--- config.mk ---
export PLATFORM = sky130hd
export DESIGN_NAME = pipe_ctrl
export DESIGN_NICKNAME = d
export VERILOG_FILES = /design/src/rtl/pipe_ctrl.sv
export SDC_FILE = /design/constraint.sdc
export NUM_CORES = 1
export LEC_CHECK = 0
export CAP_MARGIN = 20
export CORE_UTILIZATION = 42
export CTS_CLUSTER_SIZE = 40
export DETAILED_ROUTE_END_ITERATION = 16
export PLACE_DENSITY = 0.77
export SYNTH_ARGS = -nofsm -noshare
export SYNTH_HDL_FRONTEND = slang
export SYNTH_SLANG_ARGS = --single-unit
--- constraint.sdc ---
create_clock -name clk -period 2.86 [get_ports clk]
set_input_delay 0.715 -clock clk [delete_from_list [all_inputs] [get_ports clk]]
set_output_delay 0.715 -clock clk [all_outputs]
set_load 0.05 [all_outputs]
--- src/rtl/pipe_ctrl.sv ---
// Hazard and flush controller for the 5-stage core: load-use stalls, jump flushes,
// bus wait-state freezes with capture/replay of a jump, plus stall/flush event counters.
//
// state | meaning
// ------+---------------------------------------------------------------
// RUN   | normal flow; jumps issue immediately, load-use inserts a bubble
// BUSW  | bus wait in progress; front end frozen, first jump held pending
module pipe_ctrl #(
  parameter int CNT_W = 32
) (
  input  logic             clk,
  input  logic             rst,
  input  logic             jump_en_i,
  input  logic [31:0]      jump_addr_i,
  input  logic             ex_mem_rd_i,
  input  logic [4:0]       ex_rd_addr_i,
  input  logic [4:0]       id_rs1_addr_i,
  input  logic [4:0]       id_rs2_addr_i,
  input  logic             id_rs1_ren_i,
  input  logic             id_rs2_ren_i,
  input  logic             bus_busy_i,
  output logic             hold_pc_o,
  output logic             hold_if_id_o,
  output logic             hold_id_ex_o,
  output logic             flush_if_id_o,
  output logic             flush_id_ex_o,
  output logic             jump_en_o,
  output logic [31:0]      jump_addr_o,
  output logic [CNT_W-1:0] stall_cnt_o,
  output logic [CNT_W-1:0] flush_cnt_o
);

  typedef enum logic {
    RUN  = 1'b0,
    BUSW = 1'b1
  } state_t;

  localparam logic [CNT_W-1:0] CNT_ONE = {{(CNT_W-1){1'b0}}, 1'b1};

  state_t      state;
  logic        pend_vld;
  logic [31:0] pend_addr;
  logic        lu;

  assign lu = ex_mem_rd_i && (ex_rd_addr_i != 5'd0) &&
              ((id_rs1_ren_i && (id_rs1_addr_i == ex_rd_addr_i)) ||
               (id_rs2_ren_i && (id_rs2_addr_i == ex_rd_addr_i)));

  // Outputs are forced low while reset is asserted, independent of the inputs.
  always_comb begin
    hold_pc_o     = 1'b0;
    hold_if_id_o  = 1'b0;
    hold_id_ex_o  = 1'b0;
    flush_if_id_o = 1'b0;
    flush_id_ex_o = 1'b0;
    jump_en_o     = 1'b0;
    jump_addr_o   = 32'd0;
    if (rst) begin
      if (bus_busy_i) begin
        hold_pc_o    = 1'b1;
        hold_if_id_o = 1'b1;
        hold_id_ex_o = 1'b1;
      end else if ((state == BUSW) && pend_vld) begin
        jump_en_o     = 1'b1;
        jump_addr_o   = pend_addr;
        flush_if_id_o = 1'b1;
        flush_id_ex_o = 1'b1;
      end else if (jump_en_i) begin
        jump_en_o     = 1'b1;
        jump_addr_o   = jump_addr_i;
        flush_if_id_o = 1'b1;
        flush_id_ex_o = 1'b1;
      end else if (lu) begin
        hold_pc_o     = 1'b1;
        hold_if_id_o  = 1'b1;
        flush_id_ex_o = 1'b1;
      end
    end
  end

  always_ff @(posedge clk or negedge rst) begin
    if (!rst) begin
      state     <= RUN;
      pend_vld  <= 1'b0;
      pend_addr <= 32'd0;
    end else if (bus_busy_i) begin
      state <= BUSW;
      // Only the oldest jump seen during the wait is kept.
      if (jump_en_i && !pend_vld) begin
        pend_vld  <= 1'b1;
        pend_addr <= jump_addr_i;
      end
    end else begin
      state     <= RUN;
      pend_vld  <= 1'b0;
      pend_addr <= 32'd0;
    end
  end

  always_ff @(posedge clk or negedge rst) begin
    if (!rst) begin
      stall_cnt_o <= '0;
      flush_cnt_o <= '0;
    end else begin
      if (hold_pc_o) stall_cnt_o <= stall_cnt_o + CNT_ONE;
      if (jump_en_o) flush_cnt_o <= flush_cnt_o + CNT_ONE;
    end
  end

endmodule

==> impl_metrics.env <==
export IMPL_status="complete, no violations"
export IMPL_routed_via_density=5.390
export IMPL_leakage_uw=0.003396
export IMPL_setup_viol=0
export IMPL_cts_buffers=9
export IMPL_fp_dieH_um=108.8
export IMPL_instances_no_fill=792
export IMPL_cp_end_kind="primary output"
export IMPL_ant_nets=0
export IMPL_h_tree_depth=3
export IMPL_gp_congestion=0.8289
export IMPL_synth_seq_cells=98
export IMPL_numClockSinks=98
export IMPL_grt_pass1_wl_um=21720
export IMPL_r2r_start="pend_vld"
export IMPL_place_hpwl_um=9309
export IMPL_drt_initial_drc_count=251
export IMPL_drv_cap=0
export IMPL_rrSetupSlack_ns=0.55
export IMPL_cp_data_required_time_ns=2.14
export IMPL_synth_top_area_share_pct=51.17
export IMPL_finalCritPeriodShare_pct=99.04
export IMPL_core_sq_um=10980
export IMPL_dieArea_sq_um=11840
export IMPL_syn_area_sq_um=4792
export IMPL_maxSlewViolCount=0
export IMPL_skew_ns=0.005414
export IMPL_diodes=0
export IMPL_syn2layout_area_growth_pct=62.27
export IMPL_tightest_slew_ns=0.6782
export IMPL_grtUsageMet3_pct=6.635
export IMPL_drc=0
export IMPL_synth_distinct_cells=43
export IMPL_post_drt_wl_per_cell_um=17.16
export IMPL_whs_ns=0.2041
export IMPL_ys_warn_count=0
export IMPL_relSlewSlack_pct=54.79
export IMPL_async_reset_ff_share_pct=100.0
export IMPL_post_route_min_period_ns=2.832
export IMPL_synth_edf_count=0
export IMPL_place_inst=772
export IMPL_grt_remaining_overflow=0
export IMPL_worstSetupPathType="primary input to primary output"
export IMPL_timing_rr_end="stall_cnt_o[11]"
export IMPL_syn_area_per_cell_sq_um=10.09
export IMPL_yosys_area_top_type="dfrtp_1"
export IMPL_grt_use_met1_pct=29.50
export IMPL_arrival_ns=2.12
export IMPL_layout_drive_gt1_share_pct=21.47
export IMPL_grt_pass1_vias=4395
export IMPL_hold_path_class="primary input to async pin"
export IMPL_clk_pin_slew_worst_paths_ns=0.07
export IMPL_busiest_layer="met2"
export IMPL_io_buffers=155
export IMPL_fin_util_pct=70.80
export IMPL_grt_total_usage_pct=23.84
export IMPL_cts_tree="yes"
export IMPL_synth_area_top_cells="dfrtp_1 51%, nand2_1 7.4%, xnor2_1 7.1%, xor2_1 6.0%, a22o_1 5.8%"
export IMPL_final_nets=703
export IMPL_power_density_nw_per_um2=533.8
export IMPL_io_pins=156
export IMPL_vias=4269
export IMPL_ir_drop_uv=361.8
export IMPL_layout_common_cells="102 x clkdlybuf4s50_1, 98 x dfrtp_1, 94 x nand2_1, 38 x xnor2_1, 37 x buf_12"
export IMPL_synth_nets=531
export IMPL_fmax_ghz=0.3531
export IMPL_hold_buffers=0
export IMPL_wirelength_um=13590
export IMPL_synthCells=475
export IMPL_final_common_cell="clkdlybuf4s50_1"
export IMPL_start_util_pct=43.63
export IMPL_grt_antenna_before_repair=0
export IMPL_hold_viol_final=0
export IMPL_ctsRootBufferMaster="clkbuf_16"
export IMPL_clock_path_buffers=2
export IMPL_startpoint_type="primary input"
export IMPL_die_width_um=108.8
export IMPL_synth_top_flop_cell="dfrtp_1"
export IMPL_r2r_cells=10
export IMPL_drt_pass1_iterations=5
export IMPL_cp_max_fo=2
export IMPL_insertion_delay_ns=0.33
export IMPL_grt_use_met2_pct=40.19
export IMPL_grt_max_degree=55
export IMPL_rows=38
export IMPL_yosysSeqAreaShare_pct=51.17
[synth_stat cells, types with 2 or more instances]
cell type  instances
a21oi_1           33
a21oi_2            2
a22o_1            32
and2_1             3
and3_1             6
and4_1             2
buf_1              2
buf_4              4
clkbuf_1          17
dfrtp_1           98
ha_1               2
inv_1              7
inv_2              2
nand2_1           94
nand2b_1           7
nand3_1           19
nand4_1           12
nor2_1            19
nor3_1             9
nor3b_1            2
nor4_1             7
nor4b_1            2
nor4b_4            2
or3_1              3
xnor2_1           39
xor2_1            33
[per-layer routing]
layer	vias up	wire (um)
met5	-	0
met3	19	1060
met1	2113	5556
met2	169	6761
met4	0	213
li1	1968	-
[layout make-up]
type | count | area [sq um]
fill | 757 | 3207
multi-input combinational | 344 | 2560
sequential | 98 | 2452
timing repair buffer | 185 | 2205
clock buffer | 12 | 266.5
tap | 140 | 175.2
clock inverter | 4 | 72.57
inverter | 9 | 45.04
[sequential cells by signal, indices dropped and copies added, names as in the netlist]
name and flops:
stall_cnt_o 32, pend_addr 32, flush_cnt_o 32, state 1
pend_vld 1
[logic make-up after synthesis]
logic type               Yosys count  synth area share, %
XOR/XNOR                          72                13.16
buffers and inverters             33                3.055
multiplexers                       1               0.2350
flip-flops                        98                51.17
AND/OR/NAND/NOR                  197                21.10
adder cells (fa/ha/maj)            2               0.5221
AO/OA/AOI/OAI                     72                10.76
[worst max-delay path by stage]
| stage | depth (start not counted) | end | start |
|---|---|---|---|
| final | 7 | hold_pc_o | ex_rd_addr_i[1] |
| after global routing | 7 | hold_pc_o | ex_rd_addr_i[1] |
| after CTS | 7 | hold_pc_o | ex_rd_addr_i[1] |
| after detailed placement | 7 | hold_if_id_o | ex_rd_addr_i[1] |
| after global placement | 7 | hold_if_id_o | ex_rd_addr_i[1] |
| after floorplan | 5 | jump_addr_o[10] | bus_busy_i |
[worst max-delay path, cell delays in order]
cell and delay [ns]:
clkdlybuf4s15_1 0.19, or4_4 0.55, o21ai_4 0.21, nor2_4 0.05, a21oi_4 0.21, inv_8 0.05, buf_8 0.14
[stage by stage]
stage	TNS (ns)	total power (uW)	worst slack, ns	cell area [sq um]
after floorplan	-6.454	2272	-0.2146	4811
after global placement	-5.530	2731	-0.2845	6978
after detailed placement	-7.566	2768	-0.3176	6978
after CTS	0	4163	0.01053	7694
after global routing	-0.004434	4301	-0.002225	7776
final	0	4151	0.02756	7776
[what timing repair did]
| action | CTS | global route |
|---|---|---|
| setup buffers | 2 | 1 |
| cloned | 1 | 0 |
| resized for setup | 74 | 19 |
| pin swaps | 4 | 14 |
| setup endpoints to repair | 37 | 3 |
| endpoints found under the hold margin | 0 | 0 |
[power by group]
group | switching, uW | leakage [uW] | total (uW) | internal [uW]
clock | 510 | 0.000165 | 1350 | 837
sequential | 141 | 0.00129 | 1650 | 1510
combinational | 708 | 0.00194 | 1160 | 448
total | 1360 | 0.00340 | 4150 | 2790
No activity file was read; power rests on OpenSTA's default activity.
